### config.mk
export PLATFORM = sky130hd
export DESIGN_NAME = cargador_serial
export DESIGN_NICKNAME = d
export VERILOG_FILES = /design/src/rtl/cargador_serial_pkg.sv /design/src/rtl/cargador_serial_contador_carga.sv /design/src/rtl/cargador_serial.sv
export SDC_FILE = /design/constraint.sdc
export NUM_CORES = 1
export LEC_CHECK = 0
export BUFFER_PORTS_ARGS = -buffer_cell sky130_fd_sc_hd__buf_4
export CAP_MARGIN = 20
export CORE_UTILIZATION = 43
export CTS_CLUSTER_SIZE = 14
export DETAILED_ROUTE_END_ITERATION = 12
export PLACE_DENSITY = 0.77
export SLEW_MARGIN = 10
export SYNTH_ARGS = -nofsm -noshare
export SYNTH_HDL_FRONTEND = slang
export SYNTH_HIERARCHICAL = 1
export SYNTH_SLANG_ARGS = --single-unit
### constraint.sdc
create_clock -name clk -period 1.96 [get_ports clk]
set_clock_uncertainty 0.1 [all_clocks]
set_input_delay 0.588 -clock clk [delete_from_list [all_inputs] [get_ports clk]]
set_output_delay 0.588 -clock clk [all_outputs]
set_load 0.005 [all_outputs]
### src/rtl/cargador_serial_pkg.sv
// Shared definitions for the serial loader: state encoding and the cuenta width helper.
package cargador_serial_pkg;

  localparam logic [1:0] VACIO    = 2'd0;
  localparam logic [1:0] CARGANDO = 2'd1;
  localparam logic [1:0] LLENO    = 2'd2;

  // Also used by the comparison network's bench to size its count ports.
  function automatic int cuenta_w(input int n);
    return $clog2(n + 1);
  endfunction

endpackage

### src/rtl/cargador_serial_contador_carga.sv
// Saturating up-counter of accepted pairs, with synchronous clear and a full flag.
module contador_carga
  import cargador_serial_pkg::*;
#(
  parameter int N = 3
) (
  input  logic                   clk,
  input  logic                   rst_n,
  input  logic                   clr,
  input  logic                   en,
  output logic [cuenta_w(N)-1:0] cuenta,
  output logic                   lleno
);

  localparam int CW = cuenta_w(N);
  localparam logic [CW-1:0] TOPE = CW'(N);

  always_ff @(posedge clk or negedge rst_n) begin
    if (!rst_n) begin
      cuenta <= '0;
    end else if (clr) begin
      cuenta <= '0;
    end else if (en && (cuenta != TOPE)) begin
      cuenta <= cuenta + CW'(1);
    end
  end

  assign lleno = (cuenta == TOPE);

endmodule

### src/rtl/cargador_serial.sv
// Serial-to-parallel loader feeding the comparison network, LSB pair first.
// Optional sticky overrun flag error_o when CARGADOR_ERROR_EN is defined.
//
//   state    | meaning
//   VACIO    | no pairs held, cuenta = 0
//   CARGANDO | partial word, 0 < cuenta < N
//   LLENO    | complete word presented, waiting for ack
module cargador_serial
  import cargador_serial_pkg::*;
#(
  parameter int N = 3
) (
  input  logic                   clk,
  input  logic                   rst_n,
  input  logic                   borrar_i,
  input  logic                   bit_a_i,
  input  logic                   bit_b_i,
  input  logic                   bit_valido_i,
  output logic                   bit_listo_o,
  output logic [N-1:0]           A_o,
  output logic [N-1:0]           B_o,
  output logic                   palabra_valida_o,
  input  logic                   palabra_ack_i,
  output logic [cuenta_w(N)-1:0] cuenta_o
`ifdef CARGADOR_ERROR_EN
  ,
  output logic                   error_o
`endif
);

  localparam int CW = cuenta_w(N);
  localparam logic [CW-1:0] ULTIMO = CW'(N - 1);

  logic [1:0] estado;
  logic       acepta;
  logic       vaciar;
  logic       lleno;

  assign bit_listo_o      = (estado != LLENO);
  assign palabra_valida_o = (estado == LLENO);

  // The counter's full flag also guards the write index against overrun.
  assign acepta = bit_valido_i & bit_listo_o & ~lleno;
  assign vaciar = borrar_i | (palabra_valida_o & palabra_ack_i);

  contador_carga #(.N(N)) u_contador (
    .clk    (clk),
    .rst_n  (rst_n),
    .clr    (vaciar),
    .en     (acepta),
    .cuenta (cuenta_o),
    .lleno  (lleno)
  );

  always_ff @(posedge clk or negedge rst_n) begin
    if (!rst_n) begin
      estado <= VACIO;
    end else if (vaciar) begin
      estado <= VACIO;
    end else begin
      case (estado)
        VACIO:    if (acepta) estado <= CARGANDO;
        CARGANDO: if (acepta && (cuenta_o == ULTIMO)) estado <= LLENO;
        LLENO:    estado <= LLENO;
        default:  estado <= VACIO;
      endcase
    end
  end

  always_ff @(posedge clk or negedge rst_n) begin
    if (!rst_n) begin
      A_o <= '0;
      B_o <= '0;
    end else if (vaciar) begin
      A_o <= '0;
      B_o <= '0;
    end else if (acepta) begin
      for (int i = 0; i < N; i++) begin
        if (cuenta_o == CW'(i)) begin
          A_o[i] <= bit_a_i;
          B_o[i] <= bit_b_i;
        end
      end
    end
  end

`ifdef CARGADOR_ERROR_EN
  always_ff @(posedge clk or negedge rst_n) begin
    if (!rst_n) begin
      error_o <= 1'b0;
    end else if (borrar_i) begin
      error_o <= 1'b0;
    end else if (bit_valido_i && !bit_listo_o) begin
      error_o <= 1'b1;
    end
  end
`endif

endmodule

# Word level (Yosys, flattened, before mapping)
# Cells that the tools add are included.
[word_totals]
output_inout_bits = 10
wordCells = 52
input_bits = 7
register_bits = 10
[op_classes]
n_eq_ne = 9
bitwise_logic = 5
n_addsub = 1
reduce_logical = 13
n_mux = 16
[op_table]
columns = ["operator", "n"]
rows = [
  ["$mux W3", 4],
  ["$mux W2", 5],
  ["$reduce_bool A2 Y1", 5],
  ["$reduce_and A2 Y1", 4],
  ["$eq A2 B2 Y1 const B", 3],
  ["$mux W1", 6],
  ["$ne A3 B2 Y1 const B", 2],
  ["$pmux W2 S3", 1],
  ["$eq A2 B1 Y1 const B", 2],
  ["$logic_not A2 Y1", 2],
  ["$ne A2 B2 Y1 const B", 2],
  ["$and A1 B1 Y1", 3],
  ["$add A2 B1 Y2 const B", 1],
  ["$logic_and A1 B1 Y1", 2],
  ["$not A1 Y1", 1],
  ["$or A1 B1 Y1", 1],
]

# Depth between registers and ports, before layout
# Gate-level depths: netlist of the first run.
[depth]
ltp_word = 7
depth_mapped = 8
ltp_nobuf = 7

# Modules after synthesis
# The synthesis of the first run kept the hierarchy.
[by_module_without_submodules]
columns = ["module", "instances", "area_each_um2", "cells_each", "seq_area_each_um2"]
rows = [
  ["cargador_serial", 1, 461.7, 45, 200.2],
  ["contador_carga", 1, 123.9, 10, 50.0],
]

# Worst setup path before layout of the first run
# No wires, ideal clock.
[synth_timing]
path_type = "register to register"
start = "register u_contador.cuenta[0]"
end = "register u_contador.cuenta[0]"
slack_ns = 0.019
period_less_slack_ns = 1.941
required_ns = 1.735
path_buffers = 1
setup_ns = 0.125
t_arrival_ns = 1.716
path_stages_with_launch = 7
cell_sequence = "dfrtp_1 -> ha_1 -> or3b_1 -> buf_6 -> inv_1 -> nor2b_4 -> mux2_4"
[synth_via]
elab_chain_len = 5
word_cells_on_any_way = 9
cone_classes = "add/sub (1); eq/ne (2); mux (2); bitwise (2); reduce/logical (2)"
[synth_rtl]
columns = ["element", "line", "source"]
rows = [
  ["start: declaration", "cargador_serial_contador_carga.sv:11", "output logic [cuenta_w(N)-1:0] cuenta,"],
  ["start signal: assignment", "cargador_serial_contador_carga.sv:24", "cuenta <= cuenta + CW'(1);"],
  ["$eq A2 B2 Y1", "cargador_serial_contador_carga.sv:28", "assign lleno = (cuenta == TOPE);"],
  ["named net lleno", "cargador_serial.sv:37", "logic lleno;"],
  ["$not A1 Y1", "cargador_serial.sv:43", "assign acepta = bit_valido_i & bit_listo_o & ~lleno;"],
  ["$and A1 B1 Y1", "cargador_serial.sv:43", ""],
  ["named net acepta", "cargador_serial.sv:35", "logic acepta;"],
  ["$logic_and A1 B1 Y1", "cargador_serial_contador_carga.sv:23", "end else if (en && (cuenta != TOPE)) begin"],
  ["$reduce_bool A2 Y1 (no line)", "-", ""],
]
# The timed path passes the listed nets, and every way through them passes these cells. The select of a mux whose other input is x is not followed.
# A chain may end at the register's enable or synchronous reset.

# Final worst setup path of the first run
[layout_timing]
start = "register estado[0]"
end = "register u_contador.cuenta[0]"
[layout_via]
elab_chain_len = 5
word_cells_on_any_way = 9
cone_classes = "eq/ne (2); mux (1); bitwise (4); reduce/logical (2)"
[layout_rtl]
columns = ["element", "line", "source"]
rows = [
  ["start: declaration", "cargador_serial.sv:34", "logic [1:0] estado;"],
  ["start signal: assignment", "cargador_serial.sv:57", "estado <= VACIO;"],
  ["start signal: assignment", "cargador_serial.sv:59", "estado <= VACIO;"],
  ["start signal: assignment", "cargador_serial.sv:62", "VACIO: if (acepta) estado <= CARGANDO;"],
  ["$ne A2 B2 Y1", "cargador_serial.sv:39", "assign bit_listo_o = (estado != LLENO);"],
  ["$and A1 B1 Y1 (2 in a row)", "cargador_serial.sv:43", ""],
  ["named net acepta", "cargador_serial.sv:35", ""],
  ["$logic_and A1 B1 Y1", "cargador_serial_contador_carga.sv:23", ""],
  ["$reduce_bool A2 Y1 (no line)", "-", ""],
]
# The timed path passes the listed nets, and every way through them passes these cells.

==> flow_metrics.env, run 1 <==
export IMPL_p_leak_nw=0.406
export IMPL_drc=0
export IMPL_gp_congestion=0.731
export IMPL_cp_top_family="simple AND/OR/NAND/NOR gates"
export IMPL_final_common_cell="buf_4"
export IMPL_setup_violations_final=0
export IMPL_finalHoldViolCount=0
export IMPL_grt_first_pass_wirelength_mm=1.89
export IMPL_path_clk_slew_ns=0.07
export IMPL_post_synth_top_area_cell="dfrtp_1"
export IMPL_via_count=456
export IMPL_syn_area_um2=586
export IMPL_overflow=0
export IMPL_holdBufCountCts=0
export IMPL_syn_num_nets=67
export IMPL_insertion_delay_ns=0.27
export IMPL_rsz0062_at_grt="no"
export IMPL_max_stage_delay_ns=0.44
export IMPL_initialDrtViolationCount=2
export IMPL_critPathBufInv=2
export IMPL_ir_drop_mv=0.634
export IMPL_fin_crit_sh_pct=95.1
export IMPL_start_util_pct=49.4
export IMPL_internal_power_uw=573
export IMPL_final_min_clock_period_ns=1.86
export IMPL_grt_max_degree=13
export IMPL_min_path_type="input pin to async pin"
export IMPL_wire_per_inst_um=13.4
export IMPL_cts_made_buffers=3
export IMPL_worst_setup_path_end_kind="flip-flop"
export IMPL_worstMarginPinSlew_ns=0.375
export IMPL_ys_ff_latch=10
export IMPL_io_buffer_count=16
export IMPL_ant_nets=0
export IMPL_slew_headroom_pct=75.0
export IMPL_r2r_slack_ns=0.1
export IMPL_nNetsFinal=89
export IMPL_yosysWarnings=6
export IMPL_filler_cell_count=104
export IMPL_firstDrtPassIters=2
export IMPL_power_density_nw_per_um2=1180
export IMPL_outcome="completed"
export IMPL_synth_area_leaders="dfrtp_1 43%, ha_1 11%, mux2i_1 10%, nor2_1 5.8%, a21oi_1 3.4%"
export IMPL_diodes=0
export IMPL_worst_setup_path_type="flip-flop to flip-flop"
export IMPL_swShare_pct=36.2
export IMPL_p_total_uw=898
export IMPL_drt_wl_total_mm=1.19
export IMPL_fp_dieW_um=38.9
export IMPL_rows=12
export IMPL_hpwlAfterDp_um=905
export IMPL_first_global_vias=464
export IMPL_startpoint_type="flip-flop"
export IMPL_p_comb_share_pct=52.0
export IMPL_via_per_inst=5.12
export IMPL_arrival_ns=1.91
export IMPL_slew_violations=0
export IMPL_antenna_found_initial=0
export IMPL_grt_usage_pct=19.9
export IMPL_tns_ns=0
export IMPL_timing_fmax_ghz=0.537
export IMPL_layout_common_cells="19 x buf_4, 10 x dfrtp_1, 9 x nor2_1, 6 x mux2i_1, 4 x a21oi_1"
export IMPL_cts_buffer_depth=2
export IMPL_cp_depth=6
export IMPL_cts_sinks=10
export IMPL_root_buffer="clkbuf_4"
export IMPL_ys_types=21
export IMPL_die_y_um=38.9
export IMPL_pin_count=17
export IMPL_pwr_share_clk_pct=15.5
export IMPL_p_sw_uw=325
export IMPL_cp_required_ns=2.01
export IMPL_h_tree_depth=1
export IMPL_yosysSeqAreaShare_pct=42.7
export IMPL_synthCells=55
export IMPL_die_area_um2=1510
export IMPL_layout_drive_gt1_share_pct=40.0
export IMPL_core_um2=1190
export IMPL_critPathMaxFanout=6
export IMPL_crit_chain="inv_2, ha_2, or3b_4, inv_1, nor2b_4, mux2_4"
export IMPL_synth_top_area_share_pct=42.7
export IMPL_r2r_cells=6
export IMPL_slowest_stage="or3b_4"
export IMPL_p_seq_share_pct=32.5
export IMPL_area_growth_pct=29.9
export IMPL_cts_tree="yes"
export IMPL_cap_violations=0
export IMPL_avgSynthCellArea_um2=10.6
[stage by stage]
stage / hold WS [ns] / cell area [µm²] / instances / setup WS [ns] / utilization (%)
final: 0.0309 / 761 / 89 / 0.0968 / 64.1
after global routing: 0.0356 / 761 / 89 / 0.0182 / 64.1
after CTS: 0.0324 / 753 / 89 / 0.00638 / 63.5
after detailed placement: 0.323 / 731 / 86 / 0.0280 / 61.6
after global placement: 0.320 / 731 / 86 / 0.105 / 61.6
after floorplan: 0.192 / 586 / 55 / 0.0191 / -
[worst paths after layout]
| path | startpoint | to |
|---|---|---|
| worst max-delay path | estado[0] | u_contador/cuenta[0] |
| worst min-delay path | rst_n | estado[1] |
| worst max register to register | estado[0] | u_contador/cuenta[0] |
| worst min register to register | B_o[1] | B_o[1] |
| max in group asynchronous | rst_n | u_contador/cuenta[0] |
| min in group clk | B_o[1] | B_o[1] |
[power by group through the flow]
stage	clock, mW	sequential (mW)	combinational (mW)
final	0.140	0.291	0.467
after CTS	0.143	0.293	0.451
after global placement	0	0.292	0.434
after global routing	0.148	0.297	0.530
after detailed placement	0	0.296	0.449
after floorplan	0	0.310	0.269
[per-layer routing]
metal	share of wire, %	track usage, %	up-vias
li1	-	-	226
met2	52	36.7	12
met4	1.0	5.17	0
met5	0	0	-
met3	5.4	8.67	2
met1	41	20.0	216
[timing repair]
action,CTS,global route
gates resized for setup,0,4
setup endpoints to repair,0,6
buffers inserted,0,1
endpoints found under the hold margin,0,0
[cells in the mapped netlist]
master	n
mux2i_1	6
nor2_1	9
nand4bb_1	1
nand2b_1	2
buf_6	1
nor2b_4	1
o21ai_0	2
ha_1	5
nor3_4	1
a21oi_1	4
clkbuf_1	1
mux2_4	1
or2_4	1
a21o_1	1
nor2b_1	1
nor3_1	1
dfrtp_1	10
or3_1	1
inv_1	4
or3b_1	1
nand3b_1	1
[kinds of logic (layout without fill, tap and decap cells)]
family          Yosys count  count (layout)  share of synthesized area [%]
compound gates            7               7                           6.41
fa+ha+maj                 5               5                           10.7
buf+inv                   6              26                           5.13
flops                    10              10                           42.7
mux                       7               7                           12.8
simple gates             20              20                           22.2
[state kept, by name (all words and copies together), names as in the netlist]
register           flops
A_o                    3
B_o                    3
estado                 2
u_contador/cuenta      2
[cell type report]
| cell class | instances | area, µm² | share of cell area (%) |
|---|---|---|---|
| clock buffers | 3 | 22.5 | 2.96 |
| inverters | 4 | 15.0 | 1.97 |
| multi-input cells | 39 | 313 | 41.1 |
| flip-flops and latches | 10 | 250 | 32.9 |
| well taps | 14 | 17.5 | 2.30 |
| repair buffers | 19 | 143 | 18.8 |
Power figures use the tool's default switching activity.
==> run 2: changes to the inputs <==
- RECOVER_POWER: default -> 50
==> flow_metrics.env, run 2 (synthesis results as in run 1) <==
export IMPL_initialDrtViolationCount=6
export IMPL_timing_fmax_ghz=0.538
export IMPL_drt_wl_total_mm=1.19
export IMPL_internal_power_uw=571
export IMPL_rsz0062_at_grt="no"
export IMPL_slowest_stage="or3b_4"
export IMPL_core_um2=1190
export IMPL_stdcell_count=89
export IMPL_worstMarginPinSlew_ns=0.545
export IMPL_die_y_um=38.9
export IMPL_firstDrtPassIters=2
export IMPL_p_leak_nw=0.400
export IMPL_dp_cells=86
export IMPL_r2r_start="estado[0]"
export IMPL_layout_common_cells="13 x buf_4, 10 x dfrtp_1, 9 x nor2_1, 8 x clkbuf_4, 6 x mux2i_1"
export IMPL_hpwlAfterDp_um=905
export IMPL_worst_setup_path_type="flip-flop to flip-flop"
export IMPL_die_area_um2=1510
export IMPL_final_core_util_pct=63.8
export IMPL_path_clk_slew_ns=0.06
export IMPL_grt_max_degree=13
export IMPL_first_global_vias=464
export IMPL_setup_worst_path_start="estado[0]"
export IMPL_layout_drive_gt1_share_pct=38.7
export IMPL_insertion_delay_ns=0.27
export IMPL_ant_nets=0
export IMPL_startpoint_type="flip-flop"
export IMPL_arrival_ns=1.91
export IMPL_cts_made_buffers=3
export IMPL_critPathBufInv=2
export IMPL_nNetsFinal=89
export IMPL_start_util_pct=49.4
export IMPL_final_min_clock_period_ns=1.86
export IMPL_p_total_uw=896
export IMPL_cts_buffer_depth=2
export IMPL_min_path_type="input pin to async pin"
export IMPL_power_density_nw_per_um2=1180
export IMPL_overflow=0
export IMPL_cp_required_ns=2.01
export IMPL_p_comb_share_pct=51.9
export IMPL_ir_drop_mv=0.632
export IMPL_root_buffer="clkbuf_4"
export IMPL_io_buffer_count=16
export IMPL_outcome="completed"
export IMPL_final_common_cell="buf_4"
export IMPL_diodes=0
export IMPL_gp_congestion=0.731
export IMPL_pwr_share_clk_pct=15.7
export IMPL_slew_violations=0
export IMPL_pin_count=17
export IMPL_grt_usage_pct=19.9
export IMPL_max_stage_delay_ns=0.44
export IMPL_p_sw_uw=325
export IMPL_critPathMaxFanout=6
export IMPL_slew_headroom_pct=63.7
export IMPL_fin_crit_sh_pct=94.9
export IMPL_setup_violations_final=0
export IMPL_via_per_inst=5.18
export IMPL_rows=12
export IMPL_cap_violations=0
export IMPL_worst_setup_path_end_kind="flip-flop"
export IMPL_filler_cell_count=106
export IMPL_grt_first_pass_wirelength_mm=1.89
export IMPL_crit_chain="inv_2, ha_2, or3b_4, inv_1, nor2b_4, mux2_4"
export IMPL_area_growth_pct=29.3
export IMPL_antenna_found_initial=0
export IMPL_via_count=461
export IMPL_tns_ns=0
export IMPL_fp_dieW_um=38.9
export IMPL_finalHoldViolCount=0
export IMPL_wire_per_inst_um=13.4
export IMPL_cts_tree="yes"
export IMPL_h_tree_depth=1
export IMPL_swShare_pct=36.3
export IMPL_cp_top_family="simple AND/OR/NAND/NOR gates"
export IMPL_top_regs="A_o x3, B_o x3"
export IMPL_cts_sinks=10
export IMPL_drc=0
export IMPL_p_seq_share_pct=32.4
run 2: cell count changes in the layout (fill, tap and decap cells not counted):
| cell | before | now |
|---|---|---|
| clkbuf_4 | 3 | 8 |
| clkbuf_1 | 0 | 1 |
| buf_4 | 19 | 13 |
run 2: metal layers:
layer | wire length [µm] | up-vias | track usage [%]
met5 | 0 | - | 0
li1 | - | 226 | -
met3 | 63 | 2 | 8.67
met2 | 622 | 12 | 36.7
met1 | 490 | 221 | 20.0
met4 | 12 | 0 | 5.17
run 2: what timing repair did:
| item | 4_1_cts | 5_1_grt |
|---|---|---|
| setup endpoints to repair | 0 | 6 |
| resized for setup | 0 | 4 |
| setup buffers | 0 | 1 |
| hold buffers | 0 | 0 |
run 2: metrics by stage:
stage	hold slack [ns]	cell area, µm²	setup WS, ns
global route	0.209	757	0.0182
floorplan	0.192	586	0.0191
detailed placement	0.323	731	0.0280
CTS	0.0324	753	0.00638
finish	0.169	757	0.101
global placement	0.320	731	0.105
run 2: worst paths after layout:
kind                                         to  slack [ns]  cells past startpoint
setup / recovery           u_contador/cuenta[0]        0.10                      6
hold / removal                        estado[1]        0.17                      1
setup reg to reg           u_contador/cuenta[0]        0.10                      6
hold reg to reg                          A_o[2]        0.42                      2
max in group asynchronous                B_o[0]        1.22                      1
min in group clk                         A_o[2]        0.42                      2
run 2: layout make-up:
type	count	area, µm²	area share [%]
multi-input combinational	39	313	41.3
tap	14	17.5	2.31
timing repair buffer	19	139	18.3
inverter	4	15.0	1.98
clock buffer	3	22.5	2.98
sequential	10	250	33.1
run 2: power by group through the flow:
stage          Sequential (mW)  Combinational [mW]  Clock [mW]
4_1_cts                  0.293               0.451       0.143
3_5_place_dp             0.296               0.449           0
5_1_grt                  0.296               0.527       0.148
2_1_floorplan            0.310               0.269           0
3_3_place_gp             0.292               0.434           0
6_report                 0.291               0.465       0.140
==> run 3: changes to the inputs <==
- CORE_AREA: default -> 2 2 39 41
- CORE_UTILIZATION: 43 -> default
- CTS_BUF_LIST: default -> sky130_fd_sc_hd__clkbuf_4
- DIE_AREA: default -> 0 0 41 43
- PLACE_DENSITY: 0.77 -> 0.78
==> flow_metrics.env, run 3 (synthesis results as in run 1) <==
export IMPL_crit_chain="inv_1, ha_1, or3b_4, buf_4, nor3_4, mux2i_1, nor2_1"
export IMPL_wire_per_inst_um=11.6
export IMPL_layout_drive_gt1_share_pct=36.4
export IMPL_multi_input_area_um2=308
export IMPL_slew_violations=0
export IMPL_pre_cts_slack_ns=0.0568
export IMPL_p_seq_share_pct=32.7
export IMPL_internal_power_uw=582
export IMPL_cts_made_buffers=3
export IMPL_slowest_stage="or3b_4"
export IMPL_via_count=444
export IMPL_r2r_end="A_o[0]"
export IMPL_first_global_vias=426
export IMPL_p_total_uw=883
export IMPL_worst_setup_path_end_kind="flip-flop"
export IMPL_worstMarginPinSlew_ns=0.528
export IMPL_cts_buffer_depth=2
export IMPL_final_common_cell="buf_4"
export IMPL_swShare_pct=34.0
export IMPL_r2r_cells=7
export IMPL_holdBufCountCts=0
export IMPL_p_sw_uw=300
export IMPL_area_growth_pct=31.4
export IMPL_firstDrtPassIters=3
export IMPL_hpwlAfterDp_um=886
export IMPL_tns_ns=0
export IMPL_overflow=0
export IMPL_nNetsFinal=91
export IMPL_via_per_inst=4.77
export IMPL_grt_usage_pct=14.6
export IMPL_finalHoldViolCount=0
export IMPL_wl_met1_um=469
export IMPL_worst_setup_path_type="flip-flop to flip-flop"
export IMPL_setup_ws_ns=0.112
export IMPL_max_stage_delay_ns=0.41
export IMPL_slew_headroom_pct=64.8
export IMPL_wl_met3_um=54
export IMPL_power_density_nw_per_um2=1150
export IMPL_fin_crit_sh_pct=94.3
export IMPL_grt_max_degree=13
export IMPL_arrival_ns=1.87
export IMPL_wl_met2_um=556
export IMPL_ir_drop_mv=0.483
export IMPL_fp_dieW_um=41
export IMPL_root_buffer="clkbuf_4"
export IMPL_die_area_um2=1760
export IMPL_final_min_clock_period_ns=1.85
export IMPL_rsz0062_at_grt="no"
export IMPL_path_clk_slew_ns=0.06
export IMPL_initialDrtViolationCount=3
export IMPL_pwr_share_clk_pct=14.7
export IMPL_insertion_delay_ns=0.26
export IMPL_ff_latch_area_um2=250
export IMPL_critPathMaxFanout=4
export IMPL_p_comb_share_pct=52.5
export IMPL_cp_required_ns=1.99
export IMPL_p_leak_nw=0.413
export IMPL_dp_cells=89
export IMPL_drc=0
export IMPL_core_um2=1380
export IMPL_r2r_start="estado[0]"
export IMPL_stdcell_count=93
export IMPL_diodes=0
export IMPL_layout_common_cells="15 x buf_4, 10 x dfrtp_1, 9 x nor2_1, 8 x clkbuf_4, 6 x mux2i_1"
export IMPL_grt_first_pass_wirelength_mm=1.75
export IMPL_io_buffer_count=16
export IMPL_cts_sinks=10
export IMPL_timing_fmax_ghz=0.541
export IMPL_pin_count=17
export IMPL_r2r_slack_ns=0.11
export IMPL_top_regs="A_o x3, B_o x3"
export IMPL_min_path_type="input pin to async pin"
export IMPL_setup_violations_final=0
export IMPL_cts_tree="yes"
export IMPL_die_y_um=43
export IMPL_ant_nets=0
export IMPL_filler_cell_count=129
export IMPL_h_tree_depth=1
export IMPL_top_layer="met3"
export IMPL_cap_violations=0
export IMPL_rows=14
export IMPL_drt_wl_total_mm=1.08
export IMPL_gp_congestion=0.730
export IMPL_outcome="completed"
export IMPL_antenna_found_initial=0
export IMPL_start_util_pct=42.3
export IMPL_startpoint_type="flip-flop"
[run 3: worst max path at each step]
stage	startpoint	to	slack, ns
after global routing	estado[0]	bit_listo_o	0.01
final	estado[0]	A_o[0]	0.11
after floorplan	u_contador/cuenta[0]	u_contador/cuenta[0]	0.02
after CTS	estado[0]	A_o[0]	0.06
after detailed placement	bit_valido_i	A_o[0]	0.06
after global placement	bit_valido_i	A_o[0]	0.09
[run 3: through the flow]
stage | hold slack (ns) | util [%] | cell area, µm²
after global routing | 0.201 | 55.6 | 769
after floorplan | 0.192 | - | 586
after CTS | 0.0415 | 55.2 | 763
after global placement | 0.322 | 53.5 | 741
final | 0.174 | 55.6 | 769
after detailed placement | 0.322 | 53.5 | 741
[run 3: critical path: cells and delay by family (launching register included)]
kind                     cells  cell delay, ns
AND/OR/NAND/NOR              3            0.61
flip-flops                   1            0.37
buffers and inverters        2            0.22
multiplexers                 1            0.21
adder cells (fa/ha/maj)      1            0.20
[run 3: what timing repair did]
item                       4_1_cts  5_1_grt
resized for setup                0        1
setup endpoints to repair        0        4
setup buffers                    0        1
[run 3: power by group through the flow]
stage	clock network [mW]	registers (mW)	logic, mW
4_1_cts	0.136	0.290	0.457
6_report	0.130	0.289	0.464
5_1_grt	0.154	0.294	0.531
3_5_place_dp	0	0.293	0.454
3_3_place_gp	0	0.292	0.444
2_1_floorplan	0	0.310	0.269
[run 3: area by class of cell]
| type | instances | area share, % |
|---|---|---|
| multi-input cells | 39 | 40.0 |
| flip-flops and latches | 10 | 32.5 |
| clock buffers | 3 | 2.93 |
| inverters | 4 | 1.95 |
| well taps | 16 | 2.60 |
| repair buffers | 21 | 20.0 |
[run 3: per-layer routing]
metal  vias up  track usage, %
li1        231               -
met1       203            18.8
met2        10            22.8
met3         0            6.28
met4         0            2.00
met5         -               0
